$ cat src/rtl/tank_pkg.sv
`default_nettype none
// ============================================================================
// Module   : tank_pkg
// Brief    : Shared state, rotation and push codes for the tank controller,
//            plus the saturating position helper.
// Revision : 1.0
// ============================================================================
package tank_pkg;

  typedef enum logic [1:0] {
    PLAY    = 2'd0,
    RESPAWN = 2'd1,
    FROZEN  = 2'd2
  } tank_state_t;

  localparam logic [2:0] ROT_RIGHT = 3'b000;
  localparam logic [2:0] ROT_LEFT  = 3'b001;
  localparam logic [2:0] ROT_DOWN  = 3'b010;
  localparam logic [2:0] ROT_UP    = 3'b011;

  localparam logic [2:0] PUSH_LEFT  = 3'b000;
  localparam logic [2:0] PUSH_RIGHT = 3'b001;
  localparam logic [2:0] PUSH_UP    = 3'b010;
  localparam logic [2:0] PUSH_DOWN  = 3'b011;
  localparam logic [2:0] PUSH_NONE  = 3'b100;

  // Sum is widened to 12-bit signed so a step past either edge clamps instead of wrapping.
  function automatic logic [9:0] clamp_axis(
    input logic        [9:0]  pos,
    input logic        [9:0]  mv,
    input logic signed [11:0] lo,
    input logic signed [11:0] hi
  );
    logic signed [11:0] sum;
    sum = $signed({2'b00, pos}) + $signed({{2{mv[9]}}, mv});
    if (sum < lo)      clamp_axis = lo[9:0];
    else if (sum > hi) clamp_axis = hi[9:0];
    else               clamp_axis = sum[9:0];
  endfunction

endpackage
`default_nettype wire

$ cat src/rtl/tank_ctrl_param_if.sv
`default_nettype none
// ============================================================================
// Module   : tank_ctrl_param_if
// Brief    : Keyboard/collision inputs and sprite outputs of one tank.
// Revision : 1.0
// ============================================================================
interface tank_ctrl_param_if #(
  parameter int N_OBST = 13
);
  import tank_pkg::*;

  logic [7:0]             keycode;
  logic                   game_over;
  logic                   shot_hit;
  logic [N_OBST-1:0][2:0] bounce_on;

  logic [9:0]  tankX;
  logic [9:0]  tankY;
  logic [9:0]  tankSx;
  logic [9:0]  tankSy;
  logic [2:0]  rotation;
  logic [9:0]  xmove;
  logic [9:0]  ymove;
  logic        field_on;
  logic        respawning;
  tank_state_t state;

  modport master (
    output keycode, game_over, shot_hit, bounce_on,
    input  tankX, tankY, tankSx, tankSy, rotation, xmove, ymove,
    input  field_on, respawning, state
  );

  modport slave (
    input  keycode, game_over, shot_hit, bounce_on,
    output tankX, tankY, tankSx, tankSy, rotation, xmove, ymove,
    output field_on, respawning, state
  );

endinterface
`default_nettype wire

$ cat src/rtl/frame_down_counter.sv
`default_nettype none
// ============================================================================
// Module   : frame_down_counter
// Brief    : Loadable per-frame down counter that saturates at zero.
// Revision : 1.0
// ============================================================================
module frame_down_counter #(
  parameter int WIDTH = 8
) (
  input  wire              clk,
  input  wire              rst,
  input  wire              i_clr,
  input  wire              i_load,
  input  wire              i_en,
  input  wire [WIDTH-1:0]  i_load_val,
  output logic             o_zero
);

  logic [WIDTH-1:0] r_count;

  always_ff @(posedge clk) begin
    if (rst || i_clr) begin
      r_count <= '0;
    end else if (i_load) begin
      r_count <= i_load_val;
    end else if (i_en && (r_count != '0)) begin
      r_count <= r_count - WIDTH'(1);
    end
  end

  assign o_zero = (r_count == '0);

endmodule
`default_nettype wire

$ cat src/rtl/tank_ctrl_param.sv
`default_nettype none
// ============================================================================
// Module   : tank_ctrl_param
// Brief    : Per-player tank mover with clamped motion, timed shield and
//            respawn phase; advances once per video frame.
// Revision : 1.0
// ============================================================================
module tank_ctrl_param
  import tank_pkg::*;
#(
  parameter int         N_OBST          = 13,
  parameter int         X_MIN           = 0,
  parameter int         X_MAX           = 639,
  parameter int         Y_MIN           = 0,
  parameter int         Y_MAX           = 479,
  parameter int         SIZE_X          = 16,
  parameter int         SIZE_Y          = 16,
  parameter int         STEP            = 1,
  parameter int         SPAWN_X         = 525,
  parameter int         SPAWN_Y         = 240,
  parameter logic [2:0] SPAWN_ROT       = 3'b001,
  parameter logic [7:0] KEY_LEFT        = 8'h50,
  parameter logic [7:0] KEY_RIGHT       = 8'h4f,
  parameter logic [7:0] KEY_DOWN        = 8'h51,
  parameter logic [7:0] KEY_UP          = 8'h52,
  parameter logic [7:0] KEY_SHIELD      = 8'h13,
  parameter int         SHIELD_FRAMES   = 120,
  parameter int         COOLDOWN_FRAMES = 180,
  parameter int         RESPAWN_FRAMES  = 60
) (
  input  wire              frame_clk,
  input  wire              Reset,
  tank_ctrl_param_if.slave bus
);

  localparam int c_sh_w = $clog2(SHIELD_FRAMES + 1);
  localparam int c_cd_w = $clog2(COOLDOWN_FRAMES + 1);
  localparam int c_rs_w = $clog2(RESPAWN_FRAMES + 1);

  localparam logic [c_sh_w-1:0] c_sh_load = c_sh_w'(SHIELD_FRAMES - 1);
  localparam logic [c_cd_w-1:0] c_cd_load = c_cd_w'(COOLDOWN_FRAMES - 1);
  localparam logic [c_rs_w-1:0] c_rs_load = c_rs_w'(RESPAWN_FRAMES - 1);

  localparam logic signed [11:0] c_x_lo = 12'(X_MIN + SIZE_X);
  localparam logic signed [11:0] c_x_hi = 12'(X_MAX - SIZE_X);
  localparam logic signed [11:0] c_y_lo = 12'(Y_MIN + SIZE_Y);
  localparam logic signed [11:0] c_y_hi = 12'(Y_MAX - SIZE_Y);

  localparam logic [9:0] c_step    = 10'(STEP);
  localparam logic [9:0] c_spawn_x = 10'(SPAWN_X);
  localparam logic [9:0] c_spawn_y = 10'(SPAWN_Y);

  tank_state_t r_state,  w_state_nxt;
  logic [9:0]  r_pos_x,  w_pos_x_nxt;
  logic [9:0]  r_pos_y,  w_pos_y_nxt;
  logic [2:0]  r_rot,    w_rot_nxt;
  logic [9:0]  r_xmove,  w_xmove_nxt;
  logic [9:0]  r_ymove,  w_ymove_nxt;
  logic        r_field_on,   w_field_on_nxt;
  logic        r_respawning, w_respawning_nxt;

  logic [9:0]  w_key_x, w_key_y, w_mv_x, w_mv_y;
  logic [2:0]  w_key_rot;
  logic        w_push_found;
  logic        w_arm;
  logic        w_clr;
  logic        w_sh_load, w_sh_en, w_sh_zero;
  logic        w_cd_load, w_cd_en, w_cd_zero;
  logic        w_rs_load, w_rs_en, w_rs_zero;

  frame_down_counter #(.WIDTH(c_sh_w)) u_shield_cnt (
    .clk(frame_clk), .rst(Reset), .i_clr(w_clr), .i_load(w_sh_load),
    .i_en(w_sh_en), .i_load_val(c_sh_load), .o_zero(w_sh_zero)
  );

  frame_down_counter #(.WIDTH(c_cd_w)) u_cooldown_cnt (
    .clk(frame_clk), .rst(Reset), .i_clr(w_clr), .i_load(w_cd_load),
    .i_en(w_cd_en), .i_load_val(c_cd_load), .o_zero(w_cd_zero)
  );

  frame_down_counter #(.WIDTH(c_rs_w)) u_respawn_cnt (
    .clk(frame_clk), .rst(Reset), .i_clr(w_clr), .i_load(w_rs_load),
    .i_en(w_rs_en), .i_load_val(c_rs_load), .o_zero(w_rs_zero)
  );

  // Key motion first, then the lowest-index active obstacle overrides one axis.
  always_comb begin
    w_key_x   = '0;
    w_key_y   = '0;
    w_key_rot = r_rot;
    if (bus.keycode == KEY_LEFT) begin
      w_key_x   = -c_step;
      w_key_rot = ROT_LEFT;
    end else if (bus.keycode == KEY_RIGHT) begin
      w_key_x   = c_step;
      w_key_rot = ROT_RIGHT;
    end else if (bus.keycode == KEY_DOWN) begin
      w_key_y   = c_step;
      w_key_rot = ROT_DOWN;
    end else if (bus.keycode == KEY_UP) begin
      w_key_y   = -c_step;
      w_key_rot = ROT_UP;
    end

    w_mv_x       = w_key_x;
    w_mv_y       = w_key_y;
    w_push_found = 1'b0;
    for (int i = 0; i < N_OBST; i++) begin
      if (!w_push_found && !bus.bounce_on[i][2]) begin
        w_push_found = 1'b1;
        case (bus.bounce_on[i])
          PUSH_LEFT:  w_mv_x = -c_step;
          PUSH_RIGHT: w_mv_x = c_step;
          PUSH_UP:    w_mv_y = -c_step;
          PUSH_DOWN:  w_mv_y = c_step;
          default:    ;
        endcase
      end
    end
  end

  assign w_arm = (r_state == PLAY) && (bus.keycode == KEY_SHIELD) &&
                 !r_field_on && w_cd_zero;

  always_comb begin
    w_state_nxt      = r_state;
    w_pos_x_nxt      = r_pos_x;
    w_pos_y_nxt      = r_pos_y;
    w_rot_nxt        = r_rot;
    w_xmove_nxt      = '0;
    w_ymove_nxt      = '0;
    w_field_on_nxt   = r_field_on;
    w_respawning_nxt = r_respawning;
    w_clr            = 1'b0;
    w_sh_load        = 1'b0;
    w_sh_en          = 1'b0;
    w_cd_load        = 1'b0;
    w_cd_en          = 1'b0;
    w_rs_load        = 1'b0;
    w_rs_en          = 1'b0;

    if (bus.game_over) begin
      w_state_nxt      = FROZEN;
      w_pos_x_nxt      = c_spawn_x;
      w_pos_y_nxt      = c_spawn_y;
      w_rot_nxt        = SPAWN_ROT;
      w_field_on_nxt   = 1'b0;
      w_respawning_nxt = 1'b0;
      w_clr            = 1'b1;
    end else begin
      // Shield and cooldown timers run in both PLAY and RESPAWN.
      if (w_arm) begin
        w_field_on_nxt = 1'b1;
        w_sh_load      = 1'b1;
      end else if (r_field_on) begin
        if (w_sh_zero) begin
          w_field_on_nxt = 1'b0;
          w_cd_load      = 1'b1;
        end else begin
          w_sh_en = 1'b1;
        end
      end else begin
        w_cd_en = 1'b1;
      end

      case (r_state)
        PLAY: begin
          if (bus.shot_hit && !r_field_on && !w_arm) begin
            w_state_nxt      = RESPAWN;
            w_pos_x_nxt      = c_spawn_x;
            w_pos_y_nxt      = c_spawn_y;
            w_rot_nxt        = SPAWN_ROT;
            w_respawning_nxt = 1'b1;
            w_rs_load        = 1'b1;
          end else begin
            w_pos_x_nxt = clamp_axis(r_pos_x, w_mv_x, c_x_lo, c_x_hi);
            w_pos_y_nxt = clamp_axis(r_pos_y, w_mv_y, c_y_lo, c_y_hi);
            w_rot_nxt   = w_key_rot;
            w_xmove_nxt = w_mv_x;
            w_ymove_nxt = w_mv_y;
          end
        end
        RESPAWN: begin
          if (w_rs_zero) begin
            w_state_nxt      = PLAY;
            w_respawning_nxt = 1'b0;
          end else begin
            w_rs_en = 1'b1;
          end
        end
        FROZEN:  w_state_nxt = PLAY;
        default: w_state_nxt = PLAY;
      endcase
    end
  end

  always_ff @(posedge frame_clk) begin
    if (Reset) begin
      r_state      <= PLAY;
      r_pos_x      <= c_spawn_x;
      r_pos_y      <= c_spawn_y;
      r_rot        <= SPAWN_ROT;
      r_xmove      <= '0;
      r_ymove      <= '0;
      r_field_on   <= 1'b0;
      r_respawning <= 1'b0;
    end else begin
      r_state      <= w_state_nxt;
      r_pos_x      <= w_pos_x_nxt;
      r_pos_y      <= w_pos_y_nxt;
      r_rot        <= w_rot_nxt;
      r_xmove      <= w_xmove_nxt;
      r_ymove      <= w_ymove_nxt;
      r_field_on   <= w_field_on_nxt;
      r_respawning <= w_respawning_nxt;
    end
  end

  assign bus.tankX      = r_pos_x;
  assign bus.tankY      = r_pos_y;
  assign bus.tankSx     = 10'(SIZE_X);
  assign bus.tankSy     = 10'(SIZE_Y);
  assign bus.rotation   = r_rot;
  assign bus.xmove      = r_xmove;
  assign bus.ymove      = r_ymove;
  assign bus.field_on   = r_field_on;
  assign bus.respawning = r_respawning;
  assign bus.state      = r_state;

endmodule
`default_nettype wire

$ cat src/flat_wrapper.sv
// flat-port wrapper written by rule: the top's interface ports become plain ports
module tank_ctrl_param_flat import tank_pkg::*;
#(
  parameter int         N_OBST          = 13,
  parameter int         X_MIN           = 0,
  parameter int         X_MAX           = 639,
  parameter int         Y_MIN           = 0,
  parameter int         Y_MAX           = 479,
  parameter int         SIZE_X          = 16,
  parameter int         SIZE_Y          = 16,
  parameter int         STEP            = 1,
  parameter int         SPAWN_X         = 525,
  parameter int         SPAWN_Y         = 240,
  parameter logic [2:0] SPAWN_ROT       = 3'b001,
  parameter logic [7:0] KEY_LEFT        = 8'h50,
  parameter logic [7:0] KEY_RIGHT       = 8'h4f,
  parameter logic [7:0] KEY_DOWN        = 8'h51,
  parameter logic [7:0] KEY_UP          = 8'h52,
  parameter logic [7:0] KEY_SHIELD      = 8'h13,
  parameter int         SHIELD_FRAMES   = 120,
  parameter int         COOLDOWN_FRAMES = 180,
  parameter int         RESPAWN_FRAMES  = 60
)
  (frame_clk, Reset, bus_keycode, bus_game_over, bus_shot_hit, bus_bounce_on, bus_tankX, bus_tankY, bus_tankSx, bus_tankSy, bus_rotation, bus_xmove, bus_ymove, bus_field_on, bus_respawning, bus_state);
  tank_ctrl_param_if #(.N_OBST(N_OBST)) bus_i ();
  input  wire frame_clk;
  input  wire Reset;
  input wire logic [$bits(bus_i.keycode)-1:0] bus_keycode;
  input wire logic [$bits(bus_i.game_over)-1:0] bus_game_over;
  input wire logic [$bits(bus_i.shot_hit)-1:0] bus_shot_hit;
  input wire logic [$bits(bus_i.bounce_on)-1:0] bus_bounce_on;
  output wire logic [$bits(bus_i.tankX)-1:0] bus_tankX;
  output wire logic [$bits(bus_i.tankY)-1:0] bus_tankY;
  output wire logic [$bits(bus_i.tankSx)-1:0] bus_tankSx;
  output wire logic [$bits(bus_i.tankSy)-1:0] bus_tankSy;
  output wire logic [$bits(bus_i.rotation)-1:0] bus_rotation;
  output wire logic [$bits(bus_i.xmove)-1:0] bus_xmove;
  output wire logic [$bits(bus_i.ymove)-1:0] bus_ymove;
  output wire logic [$bits(bus_i.field_on)-1:0] bus_field_on;
  output wire logic [$bits(bus_i.respawning)-1:0] bus_respawning;
  output wire logic [$bits(bus_i.state)-1:0] bus_state;
  assign bus_i.keycode = bus_keycode;
  assign bus_i.game_over = bus_game_over;
  assign bus_i.shot_hit = bus_shot_hit;
  assign bus_i.bounce_on = bus_bounce_on;
  assign bus_tankX = bus_i.tankX;
  assign bus_tankY = bus_i.tankY;
  assign bus_tankSx = bus_i.tankSx;
  assign bus_tankSy = bus_i.tankSy;
  assign bus_rotation = bus_i.rotation;
  assign bus_xmove = bus_i.xmove;
  assign bus_ymove = bus_i.ymove;
  assign bus_field_on = bus_i.field_on;
  assign bus_respawning = bus_i.respawning;
  assign bus_state = bus_i.state;
  tank_ctrl_param #(.N_OBST(N_OBST), .X_MIN(X_MIN), .X_MAX(X_MAX), .Y_MIN(Y_MIN), .Y_MAX(Y_MAX), .SIZE_X(SIZE_X), .SIZE_Y(SIZE_Y), .STEP(STEP), .SPAWN_X(SPAWN_X), .SPAWN_Y(SPAWN_Y), .SPAWN_ROT(SPAWN_ROT), .KEY_LEFT(KEY_LEFT), .KEY_RIGHT(KEY_RIGHT), .KEY_DOWN(KEY_DOWN), .KEY_UP(KEY_UP), .KEY_SHIELD(KEY_SHIELD), .SHIELD_FRAMES(SHIELD_FRAMES), .COOLDOWN_FRAMES(COOLDOWN_FRAMES), .RESPAWN_FRAMES(RESPAWN_FRAMES)) u_core (.frame_clk(frame_clk), .Reset(Reset), .bus(bus_i));
endmodule
$ cat config.mk
export PLATFORM = sky130hd
export DESIGN_NAME = tank_ctrl_param_flat
export DESIGN_NICKNAME = d
export VERILOG_FILES = /design/src/rtl/tank_pkg.sv /design/src/rtl/tank_ctrl_param_if.sv /design/src/rtl/frame_down_counter.sv /design/src/rtl/tank_ctrl_param.sv /design/src/flat_wrapper.sv
export SDC_FILE = /design/constraint.sdc
export NUM_CORES = 1
export LEC_CHECK = 0
export ABC_AREA = 1
export CORE_ASPECT_RATIO = 1.5
export CORE_MARGIN = 5
export CORE_UTILIZATION = 45
export CTS_CLUSTER_SIZE = 20
export DETAILED_ROUTE_END_ITERATION = 8
export PLACE_DENSITY = 0.88
export SETUP_SLACK_MARGIN = 0.1
export SYNTH_ARGS = -nofsm -noshare
export SYNTH_HDL_FRONTEND = slang
export SYNTH_HIERARCHICAL = 1
export SYNTH_SLANG_ARGS = --single-unit
$ cat constraint.sdc
create_clock -name frame_clk -period 4.5 [get_ports frame_clk]
set_input_delay 1.125 -clock frame_clk [delete_from_list [all_inputs] [get_ports frame_clk]]
set_output_delay 1.125 -clock frame_clk [all_outputs]
set_load 0.02 [all_outputs]
### After elaboration in Yosys (flattened, before gate mapping)

Index checks and enable logic that the tools add are counted.

* $lt $le $gt $ge: 4
* equal/unequal tests: 49
* bitwise logic cells: 1
* reduce and logical (&&, ||, !) cells: 80
* multiplexer cells: 115
* add/sub/neg operators: 5

Operators with widths (count)
* 10-bit case mux with 2 select lines: 26
* 10-bit two-way mux: 37
* 3-bit by 2-bit == test with 1-bit output, second input constant: 26
* 3-bit by 1-bit == test with 1-bit output, second input constant: 13
* 3-bit logical NOT: 13
* 1-bit two-way mux: 36
* 8-bit by 7-bit == test with 1-bit output, second input constant: 4
* 1-bit logical NOT: 25
* 11-bit by 10-bit adder with 12-bit output: 2
* 12-bit by 6-bit < comparator with 1-bit output, second input constant: 2
* 1-bit logical AND: 20
* 8-bit two-way mux: 2
* 3-bit two-way mux: 5
* 7-bit two-way mux: 2
* 12-bit by 10-bit greater-than comparator with 1-bit output, second input constant: 1
* 12-bit by 11-bit greater-than comparator with 1-bit output, second input constant: 1
* 6-bit two-way mux: 2
* 8-bit by 5-bit == test with 1-bit output, second input constant: 1
* 8-bit logical NOT: 1
* 2-bit nonzero test: 4
* 8-bit nonzero test: 1
* 2-bit OR reduction: 4
* 8-bit by 1-bit subtractor with 8-bit output, second input constant: 1
* 7-bit logical NOT: 1
* other kinds (18): 24

* input port bits: 51
* register bits after elaboration: 68
* word-level logic and storage cells: 269

### Longest topological paths before layout

Gate-level depths: netlist of the first run.

* depth in word-level cells: 41
* mapped depth: 38

### Modules after synthesis

Netlist of the first run, hierarchy kept.

Modules (own cells, without submodules)
* tank_ctrl_param: cells each 568, instances 1, area each 3533.4 um^2
* frame_down_counter at u_core.u_cooldown_cnt: cells each 101, instances 1, area each 595.6 um^2
* frame_down_counter at u_core.u_shield_cnt: cells each 79, instances 1, area each 510.5 um^2
* frame_down_counter at u_core.u_respawn_cnt: cells each 69, instances 1, area each 488.0 um^2

### Least setup slack after synthesis of the first run

No wires, ideal clock.

* kind: input -> register
* start: in bus_bounce_on[5]
* end: reg u_core.r_pos_x[9] (netlist: u_core/bus.tankX[9])
* cell stages on the path: 34
* data arrival time: 4.511 ns
* slack: -0.129 ns
* buffers on the path: 0
* cells stage by stage: nand2_2 inv_2 nand3_4 nor2_8 nand2_4 nor2_8 nand2_1 nor2_1 nand2_1 nand2_1 inv_1 nand2_1 nand2_1 nand2_1 nand2_1 nand2_2 nand2_4 ha_1 a21o_1 a31oi_1 o21ai_1 a21o_1 nand2_1 nand2_1 a21oi_2 nand4_1 nand2_2 nand3_2 nand2_2 nand2_1 nand2_1 nand2_1 o21ai_1 nand2_1

* word-level cells in the longest chain between the ends: 41
* elaborated cells on any way between the ends: 67

Ends and longest elaborated chain
* start, declared: RTL line flat_wrapper.sv:31 `input wire logic [$bits(bus_i.bounce_on)-1:0] bus_bounce_on;`
* parallel branches: the longest is 35 deep, another holds 10-bit case mux with 2 select lines
* 10-bit two-way mux (*): RTL line tank_ctrl_param.sv:109 `if (!w_push_found && !bus.bounce_on[i][2]) begin`
* net u_core.w_mv_x[1]: RTL line tank_ctrl_param.sv:62 `logic [9:0] w_key_x, w_key_y, w_mv_x, w_mv_y;`
* 11-bit by 10-bit adder with 12-bit output (*): RTL line tank_pkg.sv:35 `sum = $signed({2'b00, pos}) + $signed({{2{mv[9]}}, mv});`
* 12-bit by 11-bit greater-than comparator with 1-bit output: RTL line tank_pkg.sv:37 `else if (sum > hi) clamp_axis = hi[9:0];`
* 10-bit two-way mux: RTL line tank_pkg.sv:37
* 10-bit two-way mux (*): RTL line tank_pkg.sv:36 `if (sum < lo) clamp_axis = lo[9:0];`
* 10-bit two-way mux (*): RTL line tank_ctrl_param.sv:168 `if (bus.shot_hit && !r_field_on && !w_arm) begin`
* end signal, assigned: RTL line tank_ctrl_param.sv:200 `r_pos_x <= c_spawn_x;`
* end signal, assigned: RTL line tank_ctrl_param.sv:209 `r_pos_x <= w_pos_x_nxt;`
* end, declared: RTL line tank_ctrl_param.sv:54 `logic [9:0] r_pos_x, w_pos_x_nxt;`

Mark *: on every way through the listed nets, which the timed path passes.
A chain may end at the register's enable or synchronous reset.

### Final worst setup path of the first run

* start: in bus_bounce_on[26]
* end: reg u_core.r_pos_x[8] (netlist: u_core/bus.tankX[8])

* word-level cells in the longest chain between the ends: 20
* elaborated cells on any way between the ends: 32

Ends and longest elaborated chain (RTL line)
* parallel branches: the longest is 14 deep, another holds 10-bit case mux with 2 select lines
* 10-bit two-way mux (*): tank_ctrl_param.sv:109
* net u_core.w_mv_x[0]: tank_ctrl_param.sv:62
* 11-bit by 10-bit adder with 12-bit output (*): tank_pkg.sv:35
* 12-bit by 11-bit greater-than comparator with 1-bit output: tank_pkg.sv:37
* 10-bit two-way mux: tank_pkg.sv:37
* 10-bit two-way mux (*): tank_pkg.sv:36
* 10-bit two-way mux (*): tank_ctrl_param.sv:168

Marked as above.

==> results of run 1 <==
[how the worst min path moves through the flow]
| stage | slack [ps] | startpoint | endpoint |
|---|---|---|---|
| final | 480 | u_core/u_shield_cnt/r_count[6] | u_core/u_shield_cnt/r_count[6] |
| after global routing | 490 | u_core/u_respawn_cnt/r_count[0] | u_core/u_respawn_cnt/r_count[0] |
| after CTS | 470 | u_core/u_respawn_cnt/r_count[0] | u_core/u_respawn_cnt/r_count[0] |
| after detailed placement | 460 | u_core/u_respawn_cnt/r_count[0] | u_core/u_respawn_cnt/r_count[0] |
| after global placement | 450 | u_core/u_respawn_cnt/r_count[0] | u_core/u_respawn_cnt/r_count[0] |
| after floorplan | 430 | u_core/u_respawn_cnt/r_count[0] | u_core/u_respawn_cnt/r_count[0] |
[worst max-delay path, stage by stage]
cell	delay, ps
sky130_fd_sc_hd__clkdlybuf4s50_1	530
sky130_fd_sc_hd__nand4_4	200
sky130_fd_sc_hd__buf_12	120
sky130_fd_sc_hd__nor3_4	40
sky130_fd_sc_hd__buf_4	130
sky130_fd_sc_hd__buf_4	120
sky130_fd_sc_hd__nor2_1	130
sky130_fd_sc_hd__nand4_1	270
sky130_fd_sc_hd__ha_2	310
sky130_fd_sc_hd__fa_2	400
sky130_fd_sc_hd__nand3_2	80
sky130_fd_sc_hd__nand2_2	70
sky130_fd_sc_hd__nand2_2	80
sky130_fd_sc_hd__o211ai_1	140
sky130_fd_sc_hd__nand2_1	110
sky130_fd_sc_hd__a21oi_1	80
sky130_fd_sc_hd__nor2_1	220
sky130_fd_sc_hd__nand4_1	200
sky130_fd_sc_hd__nand2_4	150
sky130_fd_sc_hd__nand3_4	90
sky130_fd_sc_hd__nand2_4	130
sky130_fd_sc_hd__buf_12	130
sky130_fd_sc_hd__buf_6	90
sky130_fd_sc_hd__nand3_2	70
sky130_fd_sc_hd__a21oi_2	160
[cells in the final DEF (no fill, tap or decap), types with 6 or more instances in the layout]
cell	count
sky130_fd_sc_hd__nor2_1	72
sky130_fd_sc_hd__nand3_1	44
sky130_fd_sc_hd__dlygate4sd2_1	10
sky130_fd_sc_hd__clkdlybuf4s50_1	77
sky130_fd_sc_hd__buf_6	9
sky130_fd_sc_hd__nor2_4	11
sky130_fd_sc_hd__o21ai_0	12
sky130_fd_sc_hd__nand2_4	21
sky130_fd_sc_hd__o21ai_1	8
sky130_fd_sc_hd__nand2_2	28
sky130_fd_sc_hd__inv_1	103
sky130_fd_sc_hd__xor2_1	9
sky130_fd_sc_hd__dfxtp_1	51
sky130_fd_sc_hd__inv_2	13
sky130_fd_sc_hd__nand3_2	13
sky130_fd_sc_hd__conb_1	42
sky130_fd_sc_hd__buf_4	141
sky130_fd_sc_hd__nor3_1	14
sky130_fd_sc_hd__a21oi_1	33
sky130_fd_sc_hd__nor2_2	13
sky130_fd_sc_hd__nand2_1	188
sky130_fd_sc_hd__xnor2_1	6
sky130_fd_sc_hd__nand4_1	17
sky130_fd_sc_hd__nor3_2	6
sky130_fd_sc_hd__a21oi_2	18
sky130_fd_sc_hd__ha_4	12
sky130_fd_sc_hd__ha_1	13
[cell usage after synthesis, types with 11 or more instances]
cell type                 number
sky130_fd_sc_hd__nor3_1       18
sky130_fd_sc_hd__nand3_1      55
sky130_fd_sc_hd__dfxtp_1      51
sky130_fd_sc_hd__a21oi_1      48
sky130_fd_sc_hd__o21ai_0      13
sky130_fd_sc_hd__ha_1         27
sky130_fd_sc_hd__buf_4        37
sky130_fd_sc_hd__inv_1       111
sky130_fd_sc_hd__nor2_1       84
sky130_fd_sc_hd__xor2_1       14
sky130_fd_sc_hd__nand2_1     214
sky130_fd_sc_hd__o21ai_1      11
sky130_fd_sc_hd__nand2_2      14
sky130_fd_sc_hd__nand4_1      17
[area by class of cell]
cell class,count,area [sq um],area share [%]
clock inverters,1,8.76,0.107
clock buffers,7,143,1.74
flip-flops and latches,51,1020,12.5
inverters,124,502,6.13
well taps,147,184,2.25
multi-input cells,638,4160,50.8
repair buffers,249,2170,26.5
[cell families (layout without fill, tap and decap cells)]
kind of cell    Yosys count  after routing
simple gates            448            449
buf+inv                 169            381
compound gates           97             97
flops                    51             51
fa+ha+maj                29             29
xor+xnor                 21             21
other cells               2             42
[report_power, final]
part,internal [mW],switching [mW],total (mW),leakage [nW]
clock,0.224,0.185,0.408,0.0741
combinational,0.502,0.670,1.17,3.44
sequential,0.472,0.0308,0.503,0.414
total,1.20,0.886,2.08,3.93
[metrics by stage]
stage	setup TNS, ps	setup slack, ps	area [sq um]	util, %
final	-7150	-453	8190	73.7
after global routing	-10110	-630	8190	73.7
after CTS	-428	-70.1	7760	69.8
after detailed placement	-13470	-768	6950	62.5
after global placement	-10790	-641	6950	62.5
after floorplan	0	78.7	5380	-
[routing by layer]
metal	share of wire [%]	wire (microns)	up-vias
met4	8.0	1700	0
met3	7.8	1650	182
met2	51	10800	479
met1	33	7040	3034
met5	0	0	-
li1	-	-	3035
[flip-flops by register name, indices dropped and copies added (netlist names)]
name and flops:
u_core/bus.field_on 1, u_core/bus.tankX 10, u_core/bus.ymove 2, u_core/bus.rotation 2, u_core/u_cooldown_cnt/r_count 8, u_core/bus.respawning 1
u_core/u_shield_cnt/r_count 7, u_core/bus.xmove 2, u_core/bus.tankY 10, u_core/u_respawn_cnt/r_count 6, u_core/bus.state 2
[what timing repair did]
action / CTS / global route
endpoints found under the setup margin: 19 / 19
resized for setup: 114 / 75
buffers inserted: 37 / 17
cloned: 1 / 0
pin swaps: 58 / 68
==> run metrics, run 1 <==
count of flip-flops with a built-in enable after synthesis=0; global-route wire length before repair=28100 microns; Register-to-Register Path Depth=17; Final #Nets=1149; setup clock skew after layout=9.95 ps; library cell with the largest summed area after synthesis=sky130_fd_sc_hd__dfxtp_1; clock tree from TritonCTS=done; area of the die=13700 sq um; Routed Antenna Nets=0; remaining max-slew budget at the tightest pin=62.4%; largest net degree at the start of global routing=24; clock period minus final worst setup slack=4950 ps; share of layout cells above drive strength 1=32.5%; share of the synthesized area in the top cell type=19.9%; post-synthesis cell count=817; Worst Path Required=4730 ps; FF-to-FF End=u_core/bus.tankX[8]; antenna fix cells=0; number of global-route vias before repair=6355; detailed placement HPWL=11200 microns; total power density per cell area=254 nW/um^2; share of synthesized flip-flops with an asynchronous set or reset=0%; starting density of the core=46.1%; xor and xnor fraction of the mapped netlist area=3.95%; total wirelength of the detailed-routed design=21200 microns; placement row count=47; grt met3 use=3.86%; total chip power=2.08 mW; number of setup violations in the final report=19; Register-to-Register Setup Slack=1570 ps; capturing element of the worst setup path=u_core/bus.tankX[8]; share of synthesized area spent on multiplexers=0%; violated checks=negative setup slack; worst setup margin=-453 ps; buffers added on ports=96; routed wirelength normalized by instance count=17.4 microns; Hold Crit Depth=2; final hold violations=0; H-tree lvl count=2; post-synthesis compound-gate area fraction=10.9%; CP endpoint kind=flip-flop; layout-stage area growth over the synthesis result=59.7%; Filler Cell Count=718; r2r startpoint=u_core/bus.tankX[0]; class of the most critical setup path=in -> reg; worst setup path startpoint=bus_bounce_on[26]; type of element launching the critical path=input port; number of placed instances with taps included=1154; Chip Width=97.2 microns; Tot GR Track Use=24.5%; worst-case vdd ir drop=201 uV; buffer type at the clock tree root=sky130_fd_sc_hd__clkbuf_16; hold slack final=476 ps; CP arrival=5180 ps; largest family of logic cells by synthesized area=simple AND/OR/NAND/NOR gates; Primary FF master, synth=sky130_fd_sc_hd__dfxtp_1; first-pass iteration count of the detailed router=6; actual slew at the worst max-slew pin=558 ps; antenna violations before repair=0; leading cell types by total area after synthesis=sky130_fd_sc_hd__dfxtp_1 20%, sky130_fd_sc_hd__nand2_1 16%, sky130_fd_sc_hd__inv_1 8.1%, sky130_fd_sc_hd__ha_1 6.6%, sky130_fd_sc_hd__nor2_1 6.1%; clock buffer depth=2; core region area=11100 sq um; Min-Delay Path Class=reg -> reg; result of the run=complete, but fails checks; per-instance average area after synthesis=6.28 sq um; clk sink count=51; total standard cell area after synthesis=5130 sq um; count of unique library cells instantiated by Yosys=54; met1 GRT Util=24.1%; peak-usage layer in the global routing report=met2; total number of vias=6730; setup repair after global routing missed its margin=true; remaining global-route overflow=0; drc violations=0; max-cap violations=0; drt initial violations=636; area share of and/or/nand/nor cells after synthesis=42.0%; ports placed on the boundary=118; Final Non-Filler Cells=1217; number of warnings printed during yosys synthesis=6; number of buffers inserted during clock tree synthesis=5; area share of fa/ha/maj cells after synthesis=7.37%; worst-skew pair later-pin latency=300 ps; flops & latches, synth=51; share of the yosys chip area belonging to registers=19.9%; hold buffer count at CTS=0; vias per std cell=5.53; M2 GR Usage=46.8%; clock transition at the registers of the reported paths=80 ps; largest fanout of any net on the critical path=4; number of max-slew violations in the final report=0; vertical extent of the die=141 microns; Placer Congestion=0.967; LEAKAGE=3.93 nW; Peak Freq=0.202 GHz; share of the cycle needed by the critical path after routing=110%
No activity file was read; power rests on OpenSTA's default activity.
==> run 2: changes to the inputs <==
==> constraint.sdc (replaced) <==
create_clock -name frame_clk -period 4.5 [get_ports frame_clk]
set_input_delay 0.675 -clock frame_clk [delete_from_list [all_inputs] [get_ports frame_clk]]
set_output_delay 0.675 -clock frame_clk [all_outputs]
set_load 0.02 [all_outputs]
==> run 2 against run 1 <==
Effect of this change: the run now ends clean; worst setup slack improved by 540 ps; design area fell by 7.5%; combinational power fell by 15%; total power fell by 9.4%; routed wire length fell by 19%; via count fell by 9.8%; maximum frequency rose by 12%; sequential cell count did not move; die area did not move; clock skew fell by 4.7 ps; clock power fell by 2%.
==> run metrics, run 2 (synthesized netlist as in run 1, its figures left out) <==
hold slack final=472 ps; hold endpoint=u_core/u_shield_cnt/r_count[6]; clock tree from TritonCTS=done; number of setup violations in the final report=0; Tot GR Track Use=21.0%; number of placed instances with taps included=1131; Peak Freq=0.227 GHz; total power density per cell area=249 nW/um^2; placed instance area=6680 sq um; routed wirelength normalized by instance count=14.7 microns; clock buffer depth=2; Worst Path Required=4720 ps; slowest cell delay on critical path=510 ps; antenna fix cells=0; placement row count=47; global-route wire length before repair=24400 microns; drc violations=0; remaining max-slew budget at the tightest pin=35.9%; Clock Power Share=21.2%; first-pass iteration count of the detailed router=5; setup clock skew after layout=5.28 ps; layout-stage area growth over the synthesis result=47.6%; Slowest cell on crit path=sky130_fd_sc_hd__clkdlybuf4s50_1; leading cell type in the layout, fill and taps excluded=sky130_fd_sc_hd__nand2_1; r2r startpoint=u_core/bus.tankX[0]; result of the run=complete, no violations; power share of the sequential group=26.4%; buffer type at the clock tree root=sky130_fd_sc_hd__clkbuf_16; CP arrival=4630 ps; H-tree lvl count=2; clk sink count=51; class of the most critical setup path=in -> reg; FF-to-FF End=u_core/bus.tankX[7]; worst-case vdd ir drop=169 uV; number of max-slew violations in the final report=0; Final #Nets=1099; net switching share of the total power=42.0%; commonest cells after routing, fill and taps aside=196 x sky130_fd_sc_hd__nand2_1, 105 x sky130_fd_sc_hd__inv_1, 97 x sky130_fd_sc_hd__buf_4; detailed placement HPWL=11200 microns; worst-skew pair later-pin latency=300 ps; actual slew at the worst max-slew pin=960 ps; clock transition at the registers of the reported paths=70 ps; total number of vias=6068; Hold Crit Depth=2; vias per std cell=5.20; type of element launching the critical path=input port; number of buffers inserted during clock tree synthesis=5; starting density of the core=46.1%; CP endpoint kind=flip-flop; most frequent cell on the critical path=sky130_fd_sc_hd__nand2_1; buffers added on ports=96; Min-Delay Path Class=reg -> reg; clock period minus final worst setup slack=4410 ps; drt initial violations=423; Placer Congestion=0.926; remaining global-route overflow=0; cell-internal power=1.10 mW; max-cap violations=0; total wirelength of the detailed-routed design=17200 microns; area of the die=13700 sq um; vertical extent of the die=141 microns; critical path's top delay family=simple AND/OR/NAND/NOR gates; share of the cycle needed by the critical path after routing=98.0%; core region area=11100 sq um; Final Non-Filler Cells=1167; share of layout cells above drive strength 1=27.1%; largest fanout of any net on the critical path=8; Register-to-Register Setup Slack=1730 ps; net switching power figure=793 uW; startpoint of the most critical hold path=u_core/u_shield_cnt/r_count[6]; combinational share of power=52.4%; final hold violations=0; Routed Antenna Nets=0; largest net degree at the start of global routing=25; Register-to-Register Path Depth=17; number of buffer and inverter stages on the critical path=5; antenna violations before repair=0; number of global-route vias before repair=5685; LEAKAGE=3.67 nW; area of all placed cells without fillers=7570 sq um; Chip Width=97.2 microns; ports placed on the boundary=118
## run 2: cell types whose count changed in the layout (fill, tap and decap cells not counted), sizes merged
cell           before  now
buf               157  102
dlygate4sd2        10    0
dlymetal6s2s        2   11
clkdlybuf4s50      77   81
inv               120  123
clkdlybuf4s15       2    1
clkinv              4    3
nand2             239  240
## run 2: worst max-delay path by stage
stage	start	to	slack, ps	cells after the start
after CTS	bus_keycode[5]	u_core/bus.tankX[8]	120	27
after global routing	bus_bounce_on[11]	u_core/bus.tankY[5]	-90	27
after detailed placement	bus_bounce_on[5]	u_core/bus.tankX[9]	-410	36
final	bus_bounce_on[20]	u_core/bus.tankY[8]	90	27
after floorplan	bus_bounce_on[5]	u_core/bus.tankX[9]	320	34
after global placement	bus_bounce_on[5]	u_core/bus.tankX[4]	-320	34
## run 2: cell type report
class | instances | area, sq um
inverter | 124 | 495
clock inverter | 3 | 22.5
sequential | 51 | 1020
multi-input combinational | 639 | 3960
fill | 840 | 3540
clock buffer | 5 | 125
timing repair buffer | 198 | 1760
tap | 147 | 184
## run 2: worst register-to-register path, delay by kind of cell (launching register included)
family,cells,cell delay [ps]
simple gates,11,1250
fa+ha+maj,2,610
compound gates,3,380
flops,1,360
buf+inv,1,90
## run 2: power groups by stage
stage / clock, mW / combinational (mW) / sequential (mW)
floorplan: 0 / 0.480 / 0.513
global placement: 0 / 0.718 / 0.504
detailed placement: 0 / 0.733 / 0.505
CTS: 0.407 / 0.818 / 0.495
global route: 0.427 / 1.06 / 0.500
finish: 0.400 / 0.990 / 0.498
## run 2: repair_timing
action / in CTS / in global routing
buffers inserted: 12 / 14
hold buffers: 0 / 0
gates cloned: 1 / 1
resized for setup: 36 / 103
pin swaps: 28 / 57
endpoints found under the setup margin: 18 / 19
## run 2: metal layers
metal	track usage [%]	vias to the layer above	wire length, microns
met5	0	-	0
met4	11.5	0	1040
met3	3.26	99	1130
met2	41.5	279	8940
met1	20.4	2756	6080
li1	-	2934	-
## run 2: metrics by stage
| stage | power (mW) | TNS (ps) | worst slack (ps) | utilization, % |
|---|---|---|---|---|
| after global placement | 1.22 | -4180 | -315 | 60.1 |
| after CTS | 1.72 | 0 | 116 | 63.9 |
| after global routing | 1.98 | -592 | -93.6 | 68.1 |
| after floorplan | 0.993 | 0 | 321 | - |
| final | 1.89 | 0 | 91.4 | 68.1 |
| after detailed placement | 1.24 | -5680 | -414 | 60.1 |
==> run 3: changes to the inputs <==
ABC_AREA = not set   (was 1)
==> run 3 against run 2 <==
Effect of this change: maximum frequency fell by 0.47%; clock skew grew 2.4 ps; total power is 6.6% lower; register-to-register slack got worse by 320 ps; clock-buffer cell count is the same; sequential share of layout area shrank 0.33 points; non-clock buffer count rose by 37; design area increased by 2.5%; first-iteration DRC count up 8.5%; combinational power shrank 9.5%; critical path depth shrank 9; critical endpoint is now u_core/bus.tankY[6].
==> run metrics, run 3 <==
xor and xnor fraction of the mapped netlist area=2.99%; number of global-route vias before repair=5785; crit-path cells=clkdlybuf4s50_1 > nand2b_1 > o21ai_0 > a21oi_1 > or3_1 > nand2_4 > buf_12 > ha_4 > a21o_1 > a211o_1 > buf_4 > or4_4 > nand3_4 > a31oi_4 > a221oi_2 > buf_4 > nor2_4 > a311oi_1; number of max-slew violations in the final report=0; actual slew at the worst max-slew pin=741 ps; share of layout cells above drive strength 1=32.3%; vias per std cell=5.84; CP endpoint kind=flip-flop; result of the run=complete, no violations; CP arrival=4630 ps; share of the yosys chip area belonging to registers=20.5%; Slowest cell on crit path=sky130_fd_sc_hd__clkdlybuf4s50_1; leading cell type in the layout, fill and taps excluded=sky130_fd_sc_hd__buf_4; core region area=10900 sq um; Routed Antenna Nets=0; worst-case vdd ir drop=220 uV; number of warnings printed during yosys synthesis=6; post-synthesis cell count=648; Sum Neg Setup Slack=0 ps; class of the most critical setup path=in -> reg; H-tree lvl count=2; vertical extent of the die=139 microns; Chip Width=95.9 microns; Placer Congestion=0.958; number of placed instances with taps included=1000; share of synthesized area spent on multiplexers=1.91%; remaining global-route overflow=0; flops & latches, synth=51; per-instance average area after synthesis=7.69 sq um; layout-stage area growth over the synthesis result=55.8%; drc violations=0; count of flip-flops with a built-in enable after synthesis=0; area of the die=13300 sq um; Worst Path Required=4700 ps; buffers added on ports=96; max-cap violations=0; slowest cell delay on critical path=520 ps; routed wirelength normalized by instance count=17.3 microns; Final #Nets=958; antenna violations before repair=0; global-route wire length before repair=26400 microns; setup clock skew after layout=7.66 ps; remaining max-slew budget at the tightest pin=50.5%; starting density of the core=45.5%; type of element launching the critical path=input port; critical path's top delay family=compound AO/OA/AOI/OAI gates; area share of and/or/nand/nor cells after synthesis=27.1%; placement row count=47; Peak Freq=0.226 GHz; first-pass iteration count of the detailed router=5; most frequent cell on the critical path=sky130_fd_sc_hd__buf_4; number of buffer and inverter stages on the critical path=4; pre-CTS worst setup slack=-631 ps; share of the cycle needed by the critical path after routing=98.4%; buffer type at the clock tree root=sky130_fd_sc_hd__clkbuf_16; count of unique library cells instantiated by Yosys=85; clock tree from TritonCTS=done; Post-synth top cells=51 x sky130_fd_sc_hd__dfxtp_1, 51 x sky130_fd_sc_hd__nor2_1, 49 x sky130_fd_sc_hd__a21oi_1; total wirelength of the detailed-routed design=17800 microns; worst setup margin=70.7 ps; detailed placement HPWL=12800 microns; drt initial violations=459; largest family of logic cells by synthesized area=compound AO/OA/AOI/OAI gates; largest fanout of any net on the critical path=7; clock buffer depth=2; leading cell types by total area after synthesis=sky130_fd_sc_hd__dfxtp_1 20%, sky130_fd_sc_hd__ha_1 6.8%, sky130_fd_sc_hd__buf_4 5.7%, sky130_fd_sc_hd__a21oi_1 4.9%, sky130_fd_sc_hd__o21ai_0 4.0%; largest net degree at the start of global routing=16; setup repair after global routing missed its margin=true; ports placed on the boundary=118; number of buffers inserted during clock tree synthesis=5; library cell with the largest summed area after synthesis=sky130_fd_sc_hd__dfxtp_1; total number of vias=5995; commonest cells after routing, fill and taps aside=132 x sky130_fd_sc_hd__buf_4, 56 x sky130_fd_sc_hd__clkdlybuf4s50_1, 51 x sky130_fd_sc_hd__dfxtp_1; Filler Cell Count=806; area share of fa/ha/maj cells after synthesis=7.59%; clock period minus final worst setup slack=4430 ps; Primary FF master, synth=sky130_fd_sc_hd__dfxtp_1; multi-input combinational cell area=4280 sq um; total power density per cell area=227 nW/um^2; share of the synthesized area in the top cell type=20.5%; worst-skew pair later-pin latency=290 ps; hold buffer count at CTS=0; clk sink count=51; number of setup violations in the final report=0; antenna fix cells=0; Tot GR Track Use=24.1%; share of synthesized flip-flops with an asynchronous set or reset=0%; Final Non-Filler Cells=1026; clock transition at the registers of the reported paths=70 ps; Min-Delay Path Class=reg -> reg; Storage cell area=1020 sq um; LEAKAGE=3.30 nW; post-synthesis compound-gate area fraction=30.2%; final hold violations=0; hold slack final=487 ps; total standard cell area after synthesis=4980 sq um
run 3: stage by stage:
step	power [mW]	cell area, sq um	util [%]
after global routing	1.86	7760	70.9
after global placement	1.23	7050	64.5
after CTS	1.64	7350	67.2
after floorplan	0.950	5350	-
final	1.76	7760	70.9
after detailed placement	1.24	7050	64.5
run 3: layout make-up:
| cell class | instances | area share (%) |
|---|---|---|
| sequential | 51 | 13.2 |
| clock inverter | 3 | 0.193 |
| timing repair buffer | 235 | 25.9 |
| multi-input combinational | 552 | 55.1 |
| inverter | 33 | 1.60 |
| tap | 147 | 2.37 |
| clock buffer | 5 | 1.61 |
run 3: kinds of logic (layout without fill, tap and decap cells):
group           Yosys count  count (layout)
simple gates            240             240
compound gates          215             215
buf+inv                  85             276
flops                    51              51
fa+ha+maj                29              29
xor+xnor                 17              17
mux                       9               9
other cells               2              42
run 3: report_power, final:
group	total [mW]	internal (mW)	switching (mW)
clock network	0.377	0.204	0.173
registers	0.491	0.468	0.0228
logic	0.896	0.424	0.471
run 3: routing by layer:
metal	share of wire, %	track usage (%)	vias up
li1	-	-	2834
met1	36	25.6	2798
met2	52	44.2	286
met3	7.1	3.20	77
met4	5.2	13.2	0
met5	0	0	-
run 3: final timing paths:
kind,from,endpoint,slack (ps),cells past startpoint
max reg2reg,u_core/u_cooldown_cnt/r_count[0],u_core/bus.tankX[4],1410,11
min reg2reg,u_core/bus.tankX[8],u_core/bus.tankX[8],490,2
max,bus_bounce_on[31],u_core/bus.tankY[6],70,18
min,u_core/bus.tankX[8],u_core/bus.tankX[8],490,2
run 3: timing repair:
action / CTS / global route
resized for setup: 74 / 114
buffers inserted: 7 / 11
endpoints found under the setup margin: 19 / 19
pin swaps: 21 / 54
run 3: worst min-delay path: cells and delay by family, from the launching register on:
kind,cells,cell delay (ps)
AND/OR/NAND/NOR,1,60
AO/OA/AOI/OAI,1,50
flip-flops,1,330
